File: config.mk
export PLATFORM = sky130hd
export DESIGN_NAME = uart_tx_arbiter
export DESIGN_NICKNAME = d
export VERILOG_FILES = /design/src/rtl/uart_arb_pkg.sv /design/src/rtl/word_ser.sv /design/src/rtl/uart_tx_arbiter.sv
export SDC_FILE = /design/constraint.sdc
export NUM_CORES = 1
export LEC_CHECK = 0
export CORE_AREA = 2 2 91 93
export CTS_CLUSTER_DIAMETER = 30
export DETAILED_ROUTE_END_ITERATION = 10
export DIE_AREA = 0 0 93 95
export PLACE_DENSITY_LB_ADDON = 0.08
export SLEW_MARGIN = 20
export SYNTH_ARGS = -nofsm -noshare
export SYNTH_HDL_FRONTEND = slang
export SYNTH_SLANG_ARGS = --single-unit
File: constraint.sdc
create_clock -name CLK -period 1.48 [get_ports CLK]
set_input_delay 0.148 -clock CLK [delete_from_list [all_inputs] [get_ports CLK]]
set_output_delay 0.148 -clock CLK [all_outputs]
set_load 0.02 [all_outputs]
File: src/rtl/uart_arb_pkg.sv
// Shared types for the UART transmit arbiter: FSM state encoding, owner codes
// and the width helper for the loader's remaining-byte counter.
package uart_arb_pkg;

    typedef enum logic [1:0] {
        IDLE    = 2'd0,
        LD_WAIT = 2'd1,
        LD_SEND = 2'd2
    } arb_state_e;

    localparam logic OWN_LD  = 1'b0;
    localparam logic OWN_CON = 1'b1;

    // Counter must hold LD_BYTES-1; never narrower than one bit.
    function automatic int unsigned rem_width(input int unsigned n_bytes);
        if (n_bytes < 32'd3) begin
            return 32'd1;
        end else begin
            return $clog2(n_bytes);
        end
    endfunction

endpackage

File: src/rtl/word_ser.sv
// Loader word serializer: holds the not-yet-sent bytes of a loader word,
// LSB first, and counts how many remain.
module word_ser
    import uart_arb_pkg::*;
#(
    parameter int LD_BYTES = 4
) (
    input  logic                  CLK,
    input  logic                  RST_X,
    input  logic                  load,
    input  logic                  shift,
    input  logic [8*LD_BYTES-1:0] word,
    output logic [7:0]            next_byte,
    output logic                  last
);

    localparam int RW = rem_width(LD_BYTES);

    logic [8*LD_BYTES-1:0] shreg_r;
    logic [RW-1:0]         remaining_r;

    // Byte 0 leaves directly on load, so the register keeps only the upper bytes.
    always_ff @(posedge CLK) begin
        if (!RST_X) begin
            shreg_r     <= '0;
            remaining_r <= '0;
        end else if (load) begin
            shreg_r     <= word >> 32'd8;
            remaining_r <= RW'(LD_BYTES - 1);
        end else if (shift) begin
            shreg_r     <= shreg_r >> 32'd8;
            remaining_r <= remaining_r - RW'(1);
        end else begin
            shreg_r     <= shreg_r;
            remaining_r <= remaining_r;
        end
    end

    assign next_byte = shreg_r[7:0];
    assign last      = (remaining_r == '0);

endmodule

File: src/rtl/uart_tx_arbiter.sv
// Round-robin arbiter sharing one UartTx between a word-wide loader and a
// byte-wide console; loader words are sent LSB first without interleaving.
module uart_tx_arbiter
    import uart_arb_pkg::*;
#(
    parameter int LD_BYTES = 4,
    parameter int CNT_W    = 32
) (
    input  logic                  CLK,
    input  logic                  RST_X,
    input  logic                  ld_valid,
    input  logic [8*LD_BYTES-1:0] ld_data,
    output logic                  ld_ready,
    input  logic                  con_valid,
    input  logic [7:0]            con_data,
    output logic                  con_ready,
    input  logic                  tx_ready,
    output logic                  tx_we,
    output logic [7:0]            tx_data,
    output logic                  busy,
    output logic                  owner,
    output logic [CNT_W-1:0]      sent_cnt
);

    arb_state_e         state_r;
    arb_state_e         state_nx_s;
    logic               tx_we_r;
    logic [7:0]         tx_data_r;
    logic               owner_r;
    logic [CNT_W-1:0]   sent_cnt_r;

    logic               accept_ok_s;
    logic               ld_grant_s;
    logic               con_grant_s;
    logic               emit_s;
    logic               strobe_s;
    logic [7:0]         ser_byte_s;
    logic               ser_last_s;

    assign accept_ok_s = RST_X && (state_r == IDLE) && tx_ready && !tx_we_r;

    // On a tie the requester that was not served last wins.
    assign ld_grant_s  = accept_ok_s && ld_valid  && (!con_valid || (owner_r == OWN_CON));
    assign con_grant_s = accept_ok_s && con_valid && (!ld_valid  || (owner_r == OWN_LD));
    assign strobe_s    = ld_grant_s || con_grant_s || emit_s;

    word_ser #(
        .LD_BYTES (LD_BYTES)
    ) u_word_ser (
        .CLK       (CLK),
        .RST_X     (RST_X),
        .load      (ld_grant_s),
        .shift     (emit_s),
        .word      (ld_data),
        .next_byte (ser_byte_s),
        .last      (ser_last_s)
    );

    // Next-state logic; LD_WAIT ignores tx_ready during the strobe cycle.
    always_comb begin
        state_nx_s = state_r;
        emit_s     = 1'b0;
        case (state_r)
            IDLE: begin
                if (ld_grant_s) begin
                    state_nx_s = LD_WAIT;
                end else begin
                    state_nx_s = IDLE;
                end
            end
            LD_WAIT: begin
                if (tx_we_r) begin
                    if (ser_last_s) begin
                        state_nx_s = IDLE;
                    end else begin
                        state_nx_s = LD_WAIT;
                    end
                end else if (tx_ready) begin
                    state_nx_s = LD_SEND;
                    emit_s     = 1'b1;
                end else begin
                    state_nx_s = LD_WAIT;
                end
            end
            LD_SEND: begin
                if (ser_last_s) begin
                    state_nx_s = IDLE;
                end else begin
                    state_nx_s = LD_WAIT;
                end
            end
            default: begin
                state_nx_s = IDLE;
            end
        endcase
    end

    // State register.
    always_ff @(posedge CLK) begin
        if (!RST_X) begin
            state_r <= IDLE;
        end else begin
            state_r <= state_nx_s;
        end
    end

    // Write strobe and byte presented to the UartTx.
    always_ff @(posedge CLK) begin
        if (!RST_X) begin
            tx_we_r   <= 1'b0;
            tx_data_r <= 8'h00;
        end else begin
            tx_we_r <= strobe_s;
            if (ld_grant_s) begin
                tx_data_r <= ld_data[7:0];
            end else if (con_grant_s) begin
                tx_data_r <= con_data;
            end else if (emit_s) begin
                tx_data_r <= ser_byte_s;
            end else begin
                tx_data_r <= tx_data_r;
            end
        end
    end

    // Round-robin pointer; reset to console so the loader wins the first tie.
    always_ff @(posedge CLK) begin
        if (!RST_X) begin
            owner_r <= OWN_CON;
        end else if (ld_grant_s) begin
            owner_r <= OWN_LD;
        end else if (con_grant_s) begin
            owner_r <= OWN_CON;
        end else begin
            owner_r <= owner_r;
        end
    end

    // Strobe counter, wrapping naturally at its width.
    always_ff @(posedge CLK) begin
        if (!RST_X) begin
            sent_cnt_r <= '0;
        end else if (strobe_s) begin
            sent_cnt_r <= sent_cnt_r + CNT_W'(1);
        end else begin
            sent_cnt_r <= sent_cnt_r;
        end
    end

    assign ld_ready  = ld_grant_s;
    assign con_ready = con_grant_s;
    assign tx_we     = tx_we_r;
    assign tx_data   = tx_data_r;
    assign owner     = owner_r;
    assign sent_cnt  = sent_cnt_r;
    assign busy      = (state_r != IDLE) || tx_we_r;

endmodule

# [Word-level counts from Yosys, hierarchy flattened]
# Index checks and enable logic that the tools add are counted.
[op_classes] bitwise=1 add_sub_neg=2 n_reduce_logical=21 n_mux=17 eq_ne=2
[ops] cell="2-to-1 mux 24 bit" count=2
[ops] cell="adder 32 x 1 -> 32 bit (second input constant)" count=1
[ops] cell="2-to-1 mux 8 bit" count=3
[ops] cell="2-to-1 mux 2 bit" count=4
[ops] cell="logical AND 1 bit" count=7
[ops] cell="2-to-1 mux 1 bit" count=7
[ops] cell="case mux 2 bit (3 select lines)" count=1
[ops] cell="nonzero test 2 bit" count=3
[ops] cell="logical OR 1 bit" count=5
[ops] cell="logical NOT 2 bit" count=2
[ops] cell="logical NOT 1 bit" count=3
[ops] cell="nonzero test 3 bit" count=1
[ops] cell="equality test 2 x 1 -> 1 bit (second input constant)" count=1
[ops] cell="equality test 2 bit (second input constant)" count=1
[ops] cell="subtractor 2 x 1 -> 2 bit (second input constant)" count=1
[ops] cell="NOT 1 bit" count=1
[word_totals] register_bits=70 inputBits=45 out_inout_bits=45 elab_cells=50

# [Longest topological paths before layout]
[logic_depth] ltp_word=8 mapped_depth=7 ltp_nobuf=6

# [Modules after synthesis]
# A second synthesis with hierarchy kept.
[hier_totals] hier_cells=427 area_unflattened_um2=3822.4
[modules_own_cells] module="uart_tx_arbiter" cells_each=303 area_each_um2=2477.4 instances=1
[modules_own_cells] module="word_ser" cells_each=124 area_each_um2=1345.0 instances=1

# [Least setup slack after synthesis]
# No wires, ideal clock.
[synth_timing] kind="register to register" start="register sent_cnt_r[11], in the netlist sent_cnt[11]" end="register sent_cnt_r[23], in the netlist sent_cnt[23]" arrival_ns=1.722 t_required_ns=1.410 path_slack_ns=-0.312 stages_incl_launch_ff=6 setup_ns=0.070 period_less_slack_ns=1.792 path_cell_list="dfxtp_1 and4_1 clkbuf_1 nand4_4 or4_1 a21oi_1"
[synth_between] elab_chain_cells=1
[synth_rtl] element="start: declaration" line_no="uart_tx_arbiter.sv:30" source="logic [CNT_W-1:0] sent_cnt_r;"
[synth_rtl] element="start signal: assignment" line_no="uart_tx_arbiter.sv:144" source="sent_cnt_r <= sent_cnt_r + CNT_W'(1);"
[synth_rtl] element="start signal: assignment" line_no="uart_tx_arbiter.sv:146" source="sent_cnt_r <= sent_cnt_r;"
[synth_rtl] element="adder 32 x 1 -> 32 bit" line_no="uart_tx_arbiter.sv:144"
# No other way between the ends.
# A chain may end at the register's enable or synchronous reset.

# [Worst setup path in the final report]
[layout_timing] start="register tx_we_r, in the netlist tx_we" end="register sent_cnt_r[8], in the netlist sent_cnt[8]"
[layout_between] elab_chain_cells=6 word_cells_on_any_way=10
[layout_rtl] element="start: declaration" line_no="uart_tx_arbiter.sv:27" source="logic tx_we_r;"
[layout_rtl] element="start signal: assignment" line_no="uart_tx_arbiter.sv:113" source="tx_we_r <= strobe_s;"
[layout_rtl] element="logical NOT 1 bit" line_no="uart_tx_arbiter.sv:40" source="assign accept_ok_s = RST_X && (state_r == IDLE) && tx_ready && !tx_we_r;"
[layout_rtl] element="logical AND 1 bit" line_no="uart_tx_arbiter.sv:40"
[layout_rtl] element="logical AND 1 bit, on equally long branches (2 in series)" line_no="uart_tx_arbiter.sv:43, uart_tx_arbiter.sv:44"
[layout_rtl] element="logical OR 1 bit" line_no="uart_tx_arbiter.sv:45" source="assign strobe_s = ld_grant_s || con_grant_s || emit_s;"
[layout_rtl] element="logical OR 1 bit *" line_no="uart_tx_arbiter.sv:45"
# Mark *: on every way between the ends. The rest lies on a longest branch, timed or not.

==> impl_metrics.yaml <==
layout:
  layout.nets: 604
  mostFrequentLayoutCells: "buf_4 (73), dfxtp_1 (48), nand2_1 (46)"
  syn2layout_area_growth_pct: 79.5
  antenna_cells: 0
  final_common_cell: "buf_4"
  drive_above_1_share_pct: 37.9
power:
  power_frac_clock_pct: 40.2
  combinationalPowerShare_pct: 15.4
  ir_worst_vdd_uv: 588
  netSwitchingFraction_pct: 26.4
  p_total_uw: 4440
  p_seq_share_pct: 44.4
  p_switching_uw: 1170
  leakagePower_uw: 0.00259
  intPower_uw: 3270
  power_density_nw_per_um2: 757
timing:
  max_slew.worst_pin.slew_ns: 0.393
  max_slew_margin_pct: 73.7
  drv_slew: 0
  fin_worst_skew_ns: 0.00873
  min_period_ns: 1.64
  worst_slack_ns: -0.163
  hold_viol_final: 0
  clock.fmax_ghz: 0.608
  worst_hold_slack_ns: 0.161
  setup_viol: 42
  fin_crit_sh_pct: 111
  rsz0062_at_grt: "yes"
cts:
  clk_pin_slew_ns: 0.08
  cts_tree: "done"
  h-tree-depth: 3
  clk_latency_ns: 0.36
  clockRootBuffer: "clkbuf_8"
  cts_buffer_depth: 2
  cts_hold_buffers: 0
  numCtsBuffers: 9
  cts.sinks: 70
synth:
  synth_nets: 435
  synth_top_area_share_pct: 42.9
  ys_seq_area_share_pct: 42.9
  synthesis.instances: 388
  synth_edf_count: 0
  syn_area_um2: 3260
  ys.flop_type: "dfxtp_1"
  yosysTopAreaCell: "dfxtp_1"
  synthArstFlopShare_pct: 0
  avgSynthCellArea_um2: 8.41
  ys_top_cells_by_area: "dfxtp_1 (43%), nand2_1 (6.4%), a21oi_1 (5.8%)"
  ys_seq_elements: 70
  synth.distinct_cells: 43
  synth_warnings: 0
drt:
  post_drt_wl_per_cell_um: 16.1
  ant_nets: 0
  vias: 3614
  drc: 0
  wirelength_um: 10700
  drt-initial-drc-count: 122
  drt-pass1-iter-count: 4
  vias_per_cell: 5.42
job:
  drv_cap: 0
grt:
  antenna_found_initial: 0
  grt_pass1_wl_um: 16100
  grt_max_degree: 37
  grt.total_usage_pct: 23.0
  grt_pass1_vias: 3467
  grt_overflow_total: 0
setup_path:
  worst-r2r-setup-slack_ns: -0.16
  crit_arrival_ns: 1.93
  worstPathRequired_ns: 1.77
  crit_end: "sent_cnt[8]"
  worst-path-max-fanout: 17
  start_kind: "flop"
  r2r_cells: 5
  critPathCaptureType: "flop"
  reg2reg_from: "tx_we"
  criticalPathCategory: "reg2reg"
  startpoint: "tx_we"
  reg2reg_to: "sent_cnt[8]"
floorplanning:
  die-area_um2: 8840
  die_y_um: 95
  coreArea_um2: 7930
  die_w_um: 93
  initial_core_util_pct: 41.2
  row_count: 33
  boundaryPins: 90
place:
  pre_cts_slack_ns: -0.490
  dp_hpwl_um: 6720
  gp_congestion: 0.788
  portBuffers: 89
hold_path:
  hold_class: "in2reg"
  min_delay_path_depth: 2
run_status:
  status: "finished, violations left"
  violations: "negative setup slack"
==> area by class of cell <==
cell class	instances	area, um^2
multi-input combinational	281	2210
fill	565	2070
inverter	9	35.0
clock buffer	11	174
timing repair buffer	186	1790
clock inverter	5	62.6
sequential	70	1460
tap	105	131
==> cell families (layout without fill, tap and decap cells) <==
logic type,after synthesis,after routing,share of synthesized area [%]
xor gates and xnor gates,6,6,1.61
and+or+nand+nor,163,163,26.1
muxes,10,10,3.07
adders and majority gates,2,2,0.766
buffers and inverters,37,211,4.98
AOI/OAI and AO/OA,100,100,20.5
DFF,70,70,42.9
==> through the flow <==
| step | instances | area [um^2] | util [%] | TNS [ns] |
|---|---|---|---|---|
| CTS | 650 | 5300 | 66.9 | -2.00 |
| global route | 667 | 5860 | 73.9 | -7.66 |
| floorplan | 388 | 3420 | - | -1.54 |
| global placement | 625 | 4870 | 61.5 | -20.41 |
| finish | 667 | 5860 | 73.9 | -3.87 |
| detailed placement | 625 | 4870 | 61.5 | -21.65 |
==> per-layer routing <==
layer / GRT usage (%) / vias up / wire length (um)
met4: 10.7 / 0 / 331
met3: 3.99 / 29 / 464
met5: 0 / - / 0
li1: - / 1783 / -
met1: 26.8 / 1707 / 4270
met2: 41.1 / 95 / 5650
==> flip-flops by register name (all words and copies together) (netlist names) <==
| signal | count |
|---|---|
| u_word_ser.remaining_r | 2 |
| state_r | 2 |
| u_word_ser.shreg_r | 24 |
| owner | 1 |
| tx_we | 1 |
| sent_cnt | 32 |
| tx_data | 8 |
==> power groups by stage <==
stage | combinational (uW) | clock, uW | sequential [uW]
global route | 731 | 1910 | 1980
finish | 684 | 1780 | 1970
CTS | 574 | 1800 | 1960
detailed placement | 543 | 0 | 2000
floorplan | 230 | 0 | 2030
global placement | 537 | 0 | 2000
==> cells in the mapped netlist (3+ instances only) <==
master,number
mux2i_1,10
dfxtp_1,70
nand3_1,23
o211ai_1,3
nand2b_1,12
o221ai_1,8
clkbuf_1,16
nor4_1,10
a22oi_1,5
and2_1,3
and3_1,6
a21oi_1,38
buf_2,5
o31ai_1,14
nor2_1,22
and4_1,4
xor2_1,4
or4_1,13
nand2_1,56
a311oi_1,11
nand4_1,7
o21a_1,3
o22ai_1,8
inv_1,8
nor3_1,3
==> worst min path at each step <==
stage / startpoint / to / slack (ns)
2_1_floorplan: ld_data[24] / u_word_ser.shreg_r[16] / 0.28
3_3_place_gp: u_word_ser.shreg_r[19] / u_word_ser.shreg_r[19] / 0.46
3_5_place_dp: u_word_ser.shreg_r[19] / u_word_ser.shreg_r[19] / 0.46
4_1_cts: ld_data[24] / u_word_ser.shreg_r[16] / 0.32
5_1_grt: RST_X / owner / 0.18
6_report: RST_X / owner / 0.16
==> critical path, cell delays in order, from the launching register on <==
cell	delay, ns
dfxtp_4	0.37
nor3b_4	0.25
o21ai_4	0.13
buf_8	0.17
or4_4	0.52
a21oi_2	0.14
==> repair_timing <==
item	CTS	global route
pin swaps	13	43
gates resized for setup	83	88
setup endpoints to repair	65	58
gates cloned	2	2
buffers inserted	7	15
Note: power is estimated with default switching activity, not from simulation.
==> edit: new RTL, same flow settings <==
The 3 states of `arb_state_e` get a one-hot encoding in 3 bits.
--- a/src/rtl/uart_arb_pkg.sv
+++ b/src/rtl/uart_arb_pkg.sv
@@ -4,6 +4,6 @@
 
-    typedef enum logic [1:0] {
-        IDLE    = 2'd0,
-        LD_WAIT = 2'd1,
-        LD_SEND = 2'd2
+    typedef enum logic [2:0] {
+        IDLE    = 3'b001,
+        LD_WAIT = 3'b010,
+        LD_SEND = 3'b100
     } arb_state_e;
Check against the original RTL: same outputs for any inputs over 10 cycles, from zero or initial values and one cycle with RST_X low; not proved beyond that.
==> edit against the original RTL <==
The run still ends with negative setup slack left. Combinational power increased by 0.7%. Cell area grew 2.9%. Sequential cell count rose by 1. Total power about the same. Setup slack worse by 0.58 ns. Sequential share of layout area shrank 1.3 points. Wire length grew 5.9%. Worst hold slack better by 0.20 ns. Global-route usage grew 1.5 points. Count of clock-buffer cells in the layout fell by 2. Clock skew is 0.0036 ns higher. Area after synthesis down 1.7%. Largest cell class unchanged. Largest power group unchanged. Highest routed layer unchanged.
==> edit: results (changes against the original RTL) <==
setup_tns_ns: -37.61  # -33.73 ns
fin_skew_ns: 0.0123  # +0.00361 ns
cts_setup_buffers: 8  # +1
use_met2_pct: 44.4  # +3.3 points
use_met1_pct: 28.6  # +1.8 points
dp_cells: 638  # +2.1%
wl_met1_um: 4500  # +5.3%
syn_avg_cell_area_um2: 8.42  # about the same
worst_pin_slew_ns: 0.438  # +0.0447 ns
wl_met2_um: 6100  # +7.9%
dp_worst_setup_slack_ns: -0.971  # -0.481 ns
grt_pass1_wl_um: 17200  # +6.5%
crit_type: "reg -> reg"
syn-num-nets: 428  # -1.6%
via_per_inst: 5.45  # +0.51%
dr.pass1.iters: 4  # unchanged
fillCellCount: 576  # +1.9%
final_layout_size_suffix_gt1_share_pct: 40.0  # +2.1 points
cp_slowest_cell: "or4b_4"
violations: "negative setup slack"
synth_top_cells_by_area: "dfxtp_1 (44%), nand2_1 (6.8%), a21oi_1 (5.0%)"
drt_iter0_markers: 158  # +30%
gp_congestion: 0.829  # +5.2%
synth_common_cells: "dfxtp_1 (71), nand2_1 (58), nor2_1 (39)"
fin_nets: 610  # +0.99%
arrival_ns: 2.47  # +0.54 ns
cp-endpoint: "sent_cnt[13]"
ys_seq_area_share_pct: 44.3  # +1.4 points
setup_ws_ns: -0.746  # -0.583 ns
setup_violations: 73  # +74%
wl_met3_um: 415  # -11%
cpPeakStageDelay_ns: 0.55  # +0.03 ns
outcome: "finished, violations left"
grt_pass1_vias: 3645  # +5.1%
synth_cell_types: 38  # -12%
grt_max_degree: 36  # -2.7%
critPathLaunch: "state_r[1]"
routedWlPerCell_um: 16.9  # +5.0%
grt_util_all_layers_pct: 24.5  # +1.5 points
cp_max_fo: 5  # -12
power_leakage_nw: 2.36  # -8.7%
rr_endpoint: "sent_cnt[13]"
met3_usage_pct: 3.83  # -0.16 points
==> edit: area by class of cell <==
| cell class | instances | area share, % |
|---|---|---|
| clock buffers | 9 | 2.05 |
| clock inverters | 7 | 1.58 |
| inverters | 8 | 0.622 |
| multi-input cells | 277 | 38.2 |
| flip-flops and latches | 71 | 23.6 |
| well taps | 105 | 2.18 |
| repair buffers | 196 | 31.8 |
==> edit: worst max-delay path: cells and delay by family, from the launching register on <==
family,cells,cell delay [ns]
AO/OA/AOI/OAI,1,0.35
buffers and inverters,2,0.35
flip-flops,1,0.32
AND/OR/NAND/NOR,3,0.99
XOR/XNOR,1,0.12
==> edit: worst min-delay path by stage <==
stage / from / to / slack [ns] / cells past startpoint
floorplan: ld_data[24] / u_word_ser.shreg_r[16] / 0.28 / 2
global placement: u_word_ser.shreg_r[12] / u_word_ser.shreg_r[12] / 0.45 / 2
detailed placement: u_word_ser.shreg_r[9] / u_word_ser.shreg_r[9] / 0.45 / 2
CTS: ld_data[27] / u_word_ser.shreg_r[19] / 0.35 / 3
global route: ld_data[31] / u_word_ser.shreg_r[23] / 0.36 / 3
finish: ld_data[31] / u_word_ser.shreg_r[23] / 0.36 / 3
==> edit: kinds of logic (layout without fill, tap and decap cells) <==
family | after synthesis | in the layout | synth area share, %
and+or+nand+nor | 153 | 153 | 22.1
muxes | 4 | 4 | 1.25
adders and majority gates | 2 | 2 | 0.780
DFF | 71 | 71 | 44.3
AOI/OAI and AO/OA | 97 | 97 | 21.9
xor gates and xnor gates | 21 | 21 | 5.73
buffers and inverters | 33 | 220 | 3.98
==> edit: power breakdown <==
part           leakage [nW]  internal [W]  switching [W]  total [W]
Clock                 0.110      0.000952       0.000799    0.00175
Sequential            0.577       0.00196      0.0000362    0.00199
Combinational          1.68      0.000373       0.000315   0.000689
